`config.mk`:
```
export PLATFORM = sky130hd
export DESIGN_NAME = pc_sequencer
export DESIGN_NICKNAME = d
export VERILOG_FILES = /design/src/rtl/pc_sequencer.sv
export SDC_FILE = /design/constraint.sdc
export NUM_CORES = 1
export LEC_CHECK = 0
export ABC_CLOCK_PERIOD_IN_PS = 2100
export CELL_PAD_IN_SITES_DETAIL_PLACEMENT = 1
export CELL_PAD_IN_SITES_GLOBAL_PLACEMENT = 1
export CORE_MARGIN = 1.5
export CORE_UTILIZATION = 39
export DETAILED_ROUTE_END_ITERATION = 6
export PLACE_DENSITY = 0.86
export SLEW_MARGIN = 10
export SYNTH_ARGS = -nofsm -noshare
export SYNTH_HDL_FRONTEND = slang
export SYNTH_SLANG_ARGS = --single-unit
export TNS_END_PERCENT = 10
```
`constraint.sdc`:
```
create_clock -name clk -period 2.1 [get_ports clk]
set_clock_uncertainty 0.2 [all_clocks]
set_input_delay 0.21 -clock clk [delete_from_list [all_inputs] [get_ports clk]]
set_output_delay 0.21 -clock clk [all_outputs]
set_load 0.03 [all_outputs]
```
`src/rtl/pc_sequencer.sv`:
```
// pc_sequencer -- program-counter sequencer for the AZ stack CPU.
//
// Takes one step per accepted `en` request. A step can advance the pc,
// jump unconditionally or on a flag, or CALL/RET through an internal
// return-address stack (RAS). Jump targets come from the data stack over a
// pop/valid handshake, so the stack can take any number of cycles to reply.
//
// Build option:
//   PC_WRAP_EN  when defined, the sequential increment wraps INST_CAP-1 -> 0
//               (pushed return addresses included); otherwise it saturates
//               at INST_CAP-1.
//
// Ports:
//   clk        clock, all state changes on the rising edge
//   rstn       asynchronous active-low reset
//   en         step request, sampled only in IDLE
//   op[2:0]    000 NEXT, 001 JMP, 010 JZ, 011 JS, 100 CALL, 101 RET,
//              110 HALT, 111 reserved (behaves as NEXT)
//   z_flag     zero flag, sampled in EXEC
//   s_flag     sign flag, sampled in EXEC
//   stk_pop    pop request to the data stack
//   stk_valid  data-stack reply valid, qualifies stk_data
//   stk_data   popped jump target
//   pc         current program counter
//   busy       high in every state other than IDLE
//   done       one-cycle pulse in the cycle the new pc is first visible
//   halted     high in HALTED
//   err_ras    sticky {overflow, underflow}; cleared only by reset
//   err_tgt    sticky, set when a taken target is >= INST_CAP
//   state_dbg  current FSM state (0 IDLE, 1 POP, 2 EXEC, 3 HALTED)
//
// Pop/valid handshake: stk_pop is held high for every cycle spent in POP
// and is the only request. The data stack answers by raising stk_valid
// with the target on stk_data; the word is taken on the first rising edge
// where stk_valid is high, and stk_pop drops in the next cycle. stk_valid
// outside POP carries no meaning and is ignored. There is no back-pressure
// on the reply: the sequencer always accepts it.

module pc_sequencer #(
    parameter int INST_CAP  = 20,
    parameter int ADDR_W    = $clog2(INST_CAP),
    parameter int DATA_LEN  = 8,
    parameter int RAS_DEPTH = 4
) (
    input  logic                clk,
    input  logic                rstn,
    input  logic                en,
    input  logic [2:0]          op,
    input  logic                z_flag,
    input  logic                s_flag,
    output logic                stk_pop,
    input  logic                stk_valid,
    input  logic [DATA_LEN-1:0] stk_data,
    output logic [ADDR_W-1:0]   pc,
    output logic                busy,
    output logic                done,
    output logic                halted,
    output logic [1:0]          err_ras,
    output logic                err_tgt,
    output logic [1:0]          state_dbg
);

    // Target is compared in a width that holds both the raw stack word and
    // INST_CAP, so upper target bits beyond ADDR_W count as out of range.
    localparam int TW = (DATA_LEN > ADDR_W) ? DATA_LEN : ADDR_W;
    localparam int PW = $clog2(RAS_DEPTH + 1);

    localparam logic [ADDR_W-1:0] PC_LAST  = ADDR_W'(INST_CAP - 1);
    localparam logic [PW-1:0]     RAS_FULL = PW'(RAS_DEPTH);

    localparam logic [2:0] OP_NEXT = 3'b000;
    localparam logic [2:0] OP_JMP  = 3'b001;
    localparam logic [2:0] OP_JZ   = 3'b010;
    localparam logic [2:0] OP_JS   = 3'b011;
    localparam logic [2:0] OP_CALL = 3'b100;
    localparam logic [2:0] OP_RET  = 3'b101;
    localparam logic [2:0] OP_HALT = 3'b110;

    typedef enum logic [1:0] {
        S_IDLE   = 2'd0,
        S_POP    = 2'd1,
        S_EXEC   = 2'd2,
        S_HALTED = 2'd3
    } state_t;

    state_t state;
    state_t state_n;

    logic [2:0]          op_q;
    logic [DATA_LEN-1:0] target_q;
    logic [ADDR_W-1:0]   ras [RAS_DEPTH];
    logic [PW-1:0]       ras_ptr;

    logic [ADDR_W-1:0] nxt;
    logic [TW:0]       tgt_ext;
    logic              tgt_ok;
    logic [ADDR_W-1:0] tgt_addr;
    logic [ADDR_W-1:0] ras_top;
    logic              ras_full;
    logic              ras_empty;

    logic [ADDR_W-1:0] pc_exec;
    logic              do_push;
    logic              do_pop;
    logic              set_ovf;
    logic              set_unf;
    logic              set_tgt;

    // ---------------------------------------------------------------
    // FSM: state register
    // ---------------------------------------------------------------
    always_ff @(posedge clk or negedge rstn) begin
        if (!rstn) begin
            state <= S_IDLE;
        end else begin
            state <= state_n;
        end
    end

    // ---------------------------------------------------------------
    // FSM: next state
    // ---------------------------------------------------------------
    always_comb begin
        state_n = state;
        case (state)
            S_IDLE: begin
                if (en) begin
                    case (op)
                        OP_JMP, OP_JZ, OP_JS, OP_CALL: state_n = S_POP;
                        OP_HALT:                       state_n = S_HALTED;
                        default:                       state_n = S_EXEC;
                    endcase
                end
            end
            S_POP:    if (stk_valid) state_n = S_EXEC;
            S_EXEC:   state_n = S_IDLE;
            S_HALTED: state_n = S_HALTED;
            default:  state_n = S_IDLE;
        endcase
    end

    // ---------------------------------------------------------------
    // FSM: outputs decoded from state. stk_pop is not registered, so an
    // asynchronous reset drops it immediately.
    // ---------------------------------------------------------------
    always_comb begin
        stk_pop   = (state == S_POP);
        busy      = (state != S_IDLE);
        halted    = (state == S_HALTED);
        state_dbg = state;
    end

    // ---------------------------------------------------------------
    // Datapath helpers
    // ---------------------------------------------------------------
    always_comb begin
`ifdef PC_WRAP_EN
        nxt = (pc == PC_LAST) ? '0 : pc + ADDR_W'(1);
`else
        nxt = (pc == PC_LAST) ? pc : pc + ADDR_W'(1);
`endif
        tgt_ext  = (TW + 1)'(target_q);
        tgt_ok   = (tgt_ext < (TW + 1)'(INST_CAP));
        tgt_addr = tgt_ext[ADDR_W-1:0];

        ras_full  = (ras_ptr == RAS_FULL);
        ras_empty = (ras_ptr == '0);

        // ras_ptr counts entries, so the top of stack is ras[ras_ptr-1].
        ras_top = '0;
        for (int i = 0; i < RAS_DEPTH; i++) begin
            if (ras_ptr == PW'(i + 1)) ras_top = ras[i];
        end
    end

    // Outcome of the EXEC cycle for the latched op.
    always_comb begin
        pc_exec = nxt;
        do_push = 1'b0;
        do_pop  = 1'b0;
        set_ovf = 1'b0;
        set_unf = 1'b0;
        set_tgt = 1'b0;
        case (op_q)
            OP_JMP, OP_JZ, OP_JS: begin
                if ((op_q == OP_JMP) || (op_q == OP_JZ && z_flag) ||
                    (op_q == OP_JS && s_flag)) begin
                    if (tgt_ok) pc_exec = tgt_addr;
                    else        set_tgt = 1'b1;
                end
            end
            OP_CALL: begin
                // A full RAS refuses the call before the target is looked at.
                if (ras_full) begin
                    set_ovf = 1'b1;
                end else if (!tgt_ok) begin
                    set_tgt = 1'b1;
                end else begin
                    do_push = 1'b1;
                    pc_exec = tgt_addr;
                end
            end
            OP_RET: begin
                if (ras_empty) begin
                    set_unf = 1'b1;
                end else begin
                    do_pop  = 1'b1;
                    pc_exec = ras_top;
                end
            end
            default: pc_exec = nxt;
        endcase
    end

    // ---------------------------------------------------------------
    // Datapath registers
    // ---------------------------------------------------------------
    always_ff @(posedge clk or negedge rstn) begin
        if (!rstn) begin
            pc       <= '0;
            op_q     <= OP_NEXT;
            target_q <= '0;
            ras_ptr  <= '0;
            done     <= 1'b0;
            err_ras  <= 2'b00;
            err_tgt  <= 1'b0;
            for (int i = 0; i < RAS_DEPTH; i++) ras[i] <= '0;
        end else begin
            done <= (state == S_EXEC);
            if (state == S_IDLE && en) op_q <= op;
            if (state == S_POP && stk_valid) target_q <= stk_data;
            if (state == S_EXEC) begin
                pc <= pc_exec;
                if (do_push) ras_ptr <= ras_ptr + PW'(1);
                if (do_pop)  ras_ptr <= ras_ptr - PW'(1);
                if (set_ovf) err_ras[1] <= 1'b1;
                if (set_unf) err_ras[0] <= 1'b1;
                if (set_tgt) err_tgt <= 1'b1;
                for (int i = 0; i < RAS_DEPTH; i++) begin
                    if (do_push && ras_ptr == PW'(i)) ras[i] <= nxt;
                end
            end
        end
    end

endmodule

```
==> results of run 1 <==
==> sequential cells by signal, summed over array words and instances, names as in the netlist <==
register   cells
ras           20
target_q       8
pc             5
op_q           3
ras_ptr        3
err_ras        2
state_dbg      2
done           1
err_tgt        1
==> timing repair <==
| item | in CTS | in global routing |
|---|---|---|
| pin swaps | 4 | 5 |
| endpoints found under the hold margin | 21 | 0 |
| buffers inserted | 0 | 2 |
| hold buffers | 1 | 0 |
| resized for setup | 9 | 10 |
| endpoints found under the setup margin | 7 | 7 |
| gates cloned | 0 | 0 |
==> cells in the final DEF (no fill, tap or decap), types with 4 or more instances in the layout <==
master and count:
clkbuf_8 5, o21ai_1 15, xnor2_1 6, nand3_1 6, buf_4 23, mux2_4 5
dfrtp_1 43, clkdlybuf4s50_1 27, inv_1 4, nand2b_1 4, nor2_1 10, a221oi_2 4
nand2_1 32, a221oi_1 6, a21oi_1 10, mux2_2 10
==> worst max-delay path by stage <==
| stage | from | endpoint | cells after the start |
|---|---|---|---|
| 6_report | ras_ptr[1] | pc[4] | 8 |
| 5_1_grt | ras_ptr[0] | pc[4] | 8 |
| 4_1_cts | ras_ptr[0] | pc[3] | 7 |
| 3_5_place_dp | ras_ptr[0] | pc[2] | 7 |
| 3_3_place_gp | ras_ptr[0] | pc[2] | 7 |
| 2_1_floorplan | ras_ptr[2] | pc[3] | 9 |
==> cell type report <==
cell class / count / area, µm² / area share
inverters: 7 / 28.78 / 0.009241
clock inverters: 3 / 21.27 / 0.006830
well taps: 75 / 93.84 / 0.03013
repair buffers: 54 / 475.5 / 0.1527
multi-input cells: 162 / 1297 / 0.4166
flip-flops and latches: 45 / 1129 / 0.3624
clock buffers: 5 / 68.82 / 0.02210
==> per-layer routing <==
metal	track usage	vias to the layer above
li1	-	900
met1	0.2571	989
met2	0.3843	65
met3	0.03933	16
met4	0.08793	0
met5	0	-
==> stage by stage <==
stage	setup WS [ns]	std cells	setup TNS, ns	hold slack (ns)	area, µm²
3_3_place_gp	-0.02355	340	-0.03195	0.02673	2908
2_1_floorplan	-0.007903	221	-0.01559	-0.2856	2412
4_1_cts	-0.05164	349	-0.1204	0.2466	3034
5_1_grt	-0.2148	351	-0.9605	0.2744	3114
6_report	-0.1328	351	-0.4389	0.2375	3114
3_5_place_dp	-0.1693	340	-0.5465	0.02355	2908
==> cells by family (layout without fill, tap and decap cells) <==
| family | after synthesis | after routing | share of synthesized area |
|---|---|---|---|
| compound gates | 56 | 56 | 0.1619 |
| xor+xnor | 8 | 8 | 0.02934 |
| fa+ha+maj | 7 | 7 | 0.03667 |
| buf+inv | 14 | 69 | 0.02829 |
| flops | 45 | 45 | 0.4715 |
| mux | 16 | 16 | 0.08277 |
| simple gates | 75 | 75 | 0.1896 |
==> report_power, final <==
part / total (W) / internal, W / switching [W]
Combinational: 0.00232 / 0.00105 / 0.00127
Sequential: 0.00150 / 0.00117 / 0.000337
Clock: 0.000562 / 0.000236 / 0.000325
Total: 0.00439 / 0.00245 / 0.00193
==> out/metrics.cfg, run 1 <==
[timing]
setup-violations-final=5
fin_crit_sh=1.063
worst_pin_slew_ns=0.5577
fin_ws_ns=-0.1328
rsz0062_at_grt=yes
slew_headroom=0.6282
fin_crit_ns=2.233
hold_violations=0
slew_viol_final=0
max_freq_ghz=0.4479

[clock_network]
cts_buffers=5
cts_tree=yes
clk_latency_ns=0.31
cts.sinks=45
clockRootBuffer=clkbuf_8
clockBufferDepth=2
clk_pin_slew_worst_paths_ns=0.09
cts_htree_levels=2

[finish]
area_delta_synth_final_pct=30.38
antenna_cells=0
drive_gt1_frac=0.2826
nFillCells=648
utilization=0.5260
fin_nets=299

[route]
routed_via_density=5.613
drt-met1-wl_um=2757
routed-wl-met3_um=276
drt-total-wl_um=6741
dr_total_vias=1970
top_layer_used=met4
wire_per_inst_um=19.21
route.met2.wl_um=3514
drt_iter0_drc=63
drcViolationCount=0
dr.pass1.iters=4
antenna_left=0

[logic_synthesis]
async_flop_share=1.000
synthesis.area_um2=2389
synth_seq_cells=45
synth.most_common_cell=dfrtp_1
synth_edf_count=0
synthDistinctLibCells=50
synth_seq_area_share=0.4715
yosysTopAreaCellShare=0.4715
ys.warnings.count=0
syn_inst=221
synth_area_leaders=dfrtp_1 (47%), nand2_1 (5.2%), mux2_2 (4.7%), a221oi_1 (4.4%), ha_1 (3.7%)
synth_nets=245
synthFlopType=dfrtp_1
synth_common_cells=dfrtp_1 (45), nand2_1 (33), o21ai_1 (15)
yosys.area.top_type=dfrtp_1
synth_area_per_cell_um2=10.81

[worst_setup_path]
critical_path.slowest_cell=dfrtp_1
end_kind=flip-flop
cp_top_family=compound AO/OA/AOI/OAI gates
worstPathMaxFanout=5
reg2reg_depth=8
path_buf_inv=1
worstPathCellList=ha_2 > ha_4 > nor4b_4 > buf_4 > nand2_4 > a221oi_4 > a221oi_2 > o21ai_1
max_stage_delay_ns=0.42
timing.rr.start=ras_ptr[1]
start_kind=flip-flop
worstReg2RegEnd=pc[4]
cp_data_required_time_ns=2.13
worstSetupPathType=reg2reg
arrival_ns=2.26
reg2reg_slack_ns=-0.13

[global_route]
grtUsageTotal=0.2170
grt-ovfl-total=0
antenna_found_initial=0
grt_pass1_wl_um=10630
grt_pass1_vias=2167
grt_max_degree=24

[floorplanning]
ios=31
initial_core_util=0.4034
die_area_um2=6603
core_area_um2=5921
rows=28
fp.dieW_um=81.26
die_y_um=81.26

[flow_run]
maxCapViolCount=0

[power]
leakage_nw=1.281
power_w=0.004387
ir_drop_uv=790.9
p_per_area_nw_per_um2=1409

[hold_path]
hold_path_class=in2async

[placement]
gp_congestion=0.8359
hpwl_um=4958
portBuffers=30

[outcome]
status=complete, but fails checks
violations=setup timing

Power figures use the tool's default switching activity.
==> inputs of run 2 (changes only) <==
ABC_CLOCK_PERIOD_IN_PS = 2400   (was 2100)
CORE_UTILIZATION = 43   (was 39)
PLACE_DENSITY = 0.9   (was 0.86)
SLEW_MARGIN = 20   (was 10)
clock period = 2.4 ns   (was 2.1 ns; I/O delays follow)
==> run 2 against run 1 <==
- setup slack gained 0.19 ns
- total power down 19%
- via count down 4.4%
- largest cell class unchanged
- clock power shrank 13%
- sequential power shrank 13%
- global-route usage is 0.84 points higher
- hold slack worse by 0.090 ns
- routed wire length decreased by 9.5%
- final cell count shrank 5.7%
- non-clock buffer count down 15
- die area down 9.0%
- the flow now finishes without violations
==> out/metrics.cfg, run 2 (synthesized netlist as in run 1, its figures left out) <==
[outcome]
status=completed

[worst_setup_path]
worstSetupPathType=reg2reg
timing.rr.start=ras_ptr[1]
worstPathCellList=inv_1 > ha_1 > and2_1 > a221oi_1 > a221oi_2 > a211o_1 > o22a_1
reg2reg_slack_ns=0.06  ; +0.19 ns
reg2reg_depth=7  ; -1
max_stage_delay_ns=0.42  ; about the same
path_buf_inv=1  ; unchanged
cp_top_family=compound AO/OA/AOI/OAI gates
arrival_ns=2.34  ; +0.08 ns
cp_data_required_time_ns=2.40  ; +0.27 ns
worstPathMaxFanout=11  ; +6
end_kind=flip-flop
start_kind=flip-flop
worstReg2RegEnd=pc[1]
critical_path.slowest_cell=dfrtp_1

[global_route]
grt_pass1_vias=2067  ; -4.6%
grt_max_degree=18  ; -25%
grtUsageTotal=0.2254  ; +0.008417
antenna_found_initial=0  ; unchanged
grt-ovfl-total=0  ; unchanged
grt_pass1_wl_um=10510  ; -1.2%

[finish]
final_cell_count_no_fill=331  ; -5.7%
nFillCells=567  ; -13%
antenna_cells=0  ; unchanged
layout_commonest_cell=dfrtp_1
layout_common_cells=dfrtp_1 (45), nand2_1 (33), clkdlybuf4s50_1 (29)
largest_register_ffs=20  ; unchanged
fin_nets=284  ; -5.0%
reg.largest.list=ras (20), target_q (8), pc (5)
area_delta_synth_final_pct=21.42
utilization=0.5538  ; +0.02776
top_register=ras
drive_gt1_frac=0.1916  ; -0.09104

[clock_network]
clockRootBuffer=clkbuf_8
clockBufferDepth=2  ; unchanged
cts_htree_levels=2  ; unchanged
clk_pin_slew_worst_paths_ns=0.09  ; about the same
cts_tree=yes
cts.sinks=45  ; unchanged
cts_buffers=5  ; unchanged
cts_setup_buffers=0  ; unchanged
clk_latency_ns=0.31  ; about the same

[route]
drcViolationCount=0  ; unchanged
antenna_left=0  ; unchanged
routed_via_density=5.692  ; +1.4%
dr.pass1.iters=4  ; unchanged
dr_total_vias=1884  ; -4.4%
wire_per_inst_um=18.42  ; -4.1%
drt-total-wl_um=6098  ; -9.5%
drt_iter0_drc=110  ; +75%

[timing]
rsz0062_at_grt=yes
fin_tns_setup_ns=0  ; +0.4389 ns
setup-violations-final=0  ; -5
hold_violations=0  ; unchanged
slew_headroom=0.6637  ; +0.03550
fin_crit_ns=2.339  ; +0.1058 ns
worst_pin_slew_ns=0.5017  ; -0.05599 ns
fin_crit_sh=0.9744  ; -0.08883
max_freq_ghz=0.4276  ; -4.5%
slew_viol_final=0  ; unchanged

[power]
p_per_area_nw_per_um2=1225  ; -13%
power_w=0.003552  ; -19%
ir_drop_uv=631.4  ; -20%
leakage_nw=1.171  ; -8.6%

[floorplanning]
die_area_um2=6011  ; -9.0%
die_y_um=77.53  ; -4.6%
rows=26  ; -7.1%
initial_core_util=0.4560  ; +0.05262
fp.dieW_um=77.53  ; -4.6%
core_area_um2=5238  ; -12%
ios=31  ; unchanged

[placement]
dp.cells=322  ; -5.3%
hpwl_um=4710  ; -5.0%
portBuffers=30  ; unchanged
gp_congestion=0.8508  ; +1.8%

[flow_run]
maxCapViolCount=0  ; unchanged

[hold_path]
hold_path_class=in2async

-- run 2: worst max path at each step --
| stage | startpoint | end | cells past startpoint |
|---|---|---|---|
| floorplan | ras_ptr[2] | pc[3] | 9 |
| global route | ras_ptr[1] | pc[1] | 7 |
| detailed placement | ras_ptr[1] | pc[1] | 7 |
| finish | ras_ptr[1] | pc[1] | 7 |
| global placement | ras_ptr[0] | pc[1] | 7 |
| CTS | ras_ptr[1] | pc[1] | 7 |
-- run 2: worst reg2reg max path, delay by kind of cell (launching register included) --
kind	cells	cell delay [ns]
buffers and inverters	1	0.11
AND/OR/NAND/NOR	1	0.30
AO/OA/AOI/OAI	4	0.89
flip-flops	1	0.42
adder cells (fa/ha/maj)	1	0.32
-- run 2: timing repair --
| action | CTS | global route |
|---|---|---|
| pin swaps | 1 | 1 |
| setup endpoints to repair | 1 | 5 |
| hold endpoints to repair | 45 | 0 |
| hold buffers | 1 | 0 |
| resized for setup | 2 | 1 |
-- run 2: final cells by class --
class                   instances  area (µm²)  area share
clock inverters                 3       22.52    0.007765
inverters                       7       26.28    0.009060
flip-flops and latches         45        1126      0.3883
well taps                      70       87.58     0.03020
multi-input cells             162        1204      0.4150
repair buffers                 39       365.4      0.1260
clock buffers                   5       68.82     0.02373
-- run 2: layer usage --
layer / GRT usage / vias up / wire, µm
met5: 0 / - / 0
met4: 0.06909 / 0 / 90
met3: 0.05176 / 10 / 247
met2: 0.3930 / 47 / 3167
met1: 0.2766 / 955 / 2592
li1: - / 872 / -
-- run 2: power by group --
part	internal, W	switching (W)	leakage, nW
clock	0.000207	0.000282	0.0481
combinational	0.000773	0.000986	0.547
sequential	0.00102	0.000288	0.576
-- run 2: metrics by stage --
step	area, µm²	hold WS [ns]	setup slack (ns)
2_1_floorplan	2389	-0.2556	0.1239
3_3_place_gp	2790	-0.05139	0.1481
3_5_place_dp	2790	-0.04923	-0.02440
4_1_cts	2898	0.1657	0.01512
5_1_grt	2900	0.1775	-0.08096
6_report	2900	0.1477	0.06146
==> inputs of run 3 (changes only) <==
--- a/config.mk
+++ b/config.mk
@@ -10,7 +10,8 @@
 export CELL_PAD_IN_SITES_GLOBAL_PLACEMENT = 1
 export CORE_MARGIN = 1.5
-export CORE_UTILIZATION = 43
+export CORE_UTILIZATION = 48
 export DETAILED_ROUTE_END_ITERATION = 6
-export PLACE_DENSITY = 0.9
+export DONT_BUFFER_PORTS = 1
+export PLACE_DENSITY = 0.87
 export SLEW_MARGIN = 20
 export SYNTH_ARGS = -nofsm -noshare
==> constraint.sdc (replaced) <==
create_clock -name clk -period 2.4 [get_ports clk]
set_clock_uncertainty 0.2 [all_clocks]
set_input_delay 0.48 -clock clk [delete_from_list [all_inputs] [get_ports clk]]
set_output_delay 0.48 -clock clk [all_outputs]
set_load 0.03 [all_outputs]
==> run 3 against run 2 <==
- global-route usage rose by 0.65 points
- routed wire length down 6.1%
- setup slack improved by 0.085 ns
- via count shrank 7.4%
- critical path depth unchanged
- final cell count shrank 9.4%
- sequential power grew 5%
- total power decreased by 5.4%
- largest power group unchanged
- highest routed layer unchanged
==> out/metrics.cfg, run 3 (synthesized netlist as in run 1, its figures left out) <==
[clock_network]
cts_tree=yes
cts_buffers=5  ; unchanged
clk_pin_slew_worst_paths_ns=0.09  ; about the same
cts_setup_buffers=0  ; unchanged
cts.sinks=45  ; unchanged
cts_htree_levels=2  ; unchanged
clockBufferDepth=2  ; unchanged
clk_latency_ns=0.30  ; about the same
clockRootBuffer=clkbuf_8

[finish]
drive_gt1_frac=0.2146  ; +0.02302
largest_register_ffs=20  ; unchanged
multi_input_area_um2=1197  ; -0.52%
layout_commonest_cell=dfrtp_1
area_delta_synth_final_pct=10.06
layout_common_cells=dfrtp_1 (45), nand2_1 (33), o21ai_1 (15)
register_area_um2=1126  ; unchanged
nFillCells=536  ; -5.5%
reg.largest.list=ras (20), target_q (8), pc (5)
top_register=ras
antenna_cells=0  ; unchanged
fin_nets=256  ; -9.9%

[global_route]
antenna_found_initial=0  ; unchanged
grt-ovfl-total=0  ; unchanged
grt_max_degree=46  ; +28
grt_pass1_wl_um=9363  ; -11%
grtUsageTotal=0.2320  ; +0.006540
grt_pass1_vias=1873  ; -9.4%

[placement]
portBuffers=0  ; -100%
hpwl_um=4167  ; -12%
gp_congestion=0.8547  ; +0.46%

[timing]
hold_violations=0  ; unchanged
worst_pin_slew_ns=0.5484  ; +0.04666 ns
fin_crit_ns=2.253  ; -0.08516 ns
fin_tns_setup_ns=0  ; unchanged
setup-violations-final=0  ; unchanged
rsz0062_at_grt=yes
slew_headroom=0.6332  ; -0.03053
max_freq_ghz=0.4438  ; +3.8%
slew_viol_final=0  ; unchanged
fin_crit_sh=0.9389  ; -0.03548

[floorplanning]
initial_core_util=0.5024  ; +0.04632
ios=31  ; unchanged
rows=25  ; -3.8%
die_y_um=73.54  ; -5.1%
die_area_um2=5408  ; -10%
fp.dieW_um=73.54  ; -5.1%
core_area_um2=4755  ; -9.2%

[worst_setup_path]
worstSetupPathType=reg2reg
reg2reg_slack_ns=0.15  ; +0.09 ns
arrival_ns=2.30  ; -0.04 ns
start_kind=flip-flop
end_kind=flip-flop
cp_data_required_time_ns=2.45  ; +0.05 ns
reg2reg_depth=7  ; unchanged
worstPathMaxFanout=5  ; -6

[hold_path]
hold_path_class=in2reg
hold_depth=2

[power]
leakage_nw=1.068  ; -8.7%
p_per_area_nw_per_um2=1279  ; +4.4%
ir_drop_uv=705.3  ; +12%
power_w=0.003361  ; -5.4%

[flow_run]
maxCapViolCount=0  ; unchanged

[route]
drcViolationCount=0  ; unchanged
drt-total-wl_um=5723  ; -6.1%
antenna_left=0  ; unchanged
dr_total_vias=1745  ; -7.4%
dr.pass1.iters=4  ; unchanged
routed_via_density=5.817  ; +2.2%
drt_iter0_drc=62  ; -44%
wire_per_inst_um=19.08  ; +3.5%

[outcome]
status=completed

run 3: layout make-up:
type                       count  share of cell area
clock inverter                 3            0.008091
multi-input combinational    162              0.4555
timing repair buffer          11             0.03998
inverter                       7            0.009995
clock buffer                   5             0.02618
tap                           67             0.03189
sequential                    45              0.4284
run 3: path summary, 6_finish.rpt:
path | startpoint | end
min reg2reg | ras[1] | ras[1]
min in group asynchronous | rstn | state_dbg[1]
max reg2reg | ras_ptr[0] | pc[3]
max in group asynchronous | rstn | ras[7]
max | ras_ptr[0] | pc[3]
min | op[2] | op_q[2]
run 3: timing repair:
item,CTS,global route
hold buffers,2,0
setup endpoints to repair,0,4
resized for setup,0,1
endpoints found under the hold margin,45,0
run 3: metrics by stage:
stage | worst slack (ns) | instance area [µm²] | hold WS [ns] | std cells | utilization
floorplan | 0.1239 | 2389 | -0.01559 | 221 | -
global route | -0.002922 | 2629 | 0.1068 | 300 | 0.5529
CTS | 0.07061 | 2626 | 0.1116 | 300 | 0.5524
global placement | 0.2116 | 2499 | -0.01495 | 290 | 0.5255
finish | 0.1466 | 2629 | 0.1010 | 300 | 0.5529
detailed placement | 0.1051 | 2499 | -0.01506 | 290 | 0.5255
run 3: worst max-delay path: stages, from the launching register on:
cell      delay [ns]
dfrtp_1         0.41
ha_1            0.22
ha_1            0.25
nor4b_4         0.34
a221oi_1        0.13
a221oi_1        0.40
a211o_1         0.16
o22a_1          0.11
run 3: power breakdown:
group,internal (W),switching [W],total [W]
sequential,0.00101,0.000345,0.00136
clock,0.000207,0.000269,0.000476
combinational,0.000622,0.000903,0.00153
total,0.00184,0.00152,0.00336
run 3: layer usage:
metal | track usage | share of wire | vias to the layer above
li1 | - | - | 819
met1 | 0.2823 | 0.43 | 888
met2 | 0.4134 | 0.52 | 32
met3 | 0.04664 | 0.036 | 6
met4 | 0.06790 | 0.012 | 0
met5 | 0 | 0 | -
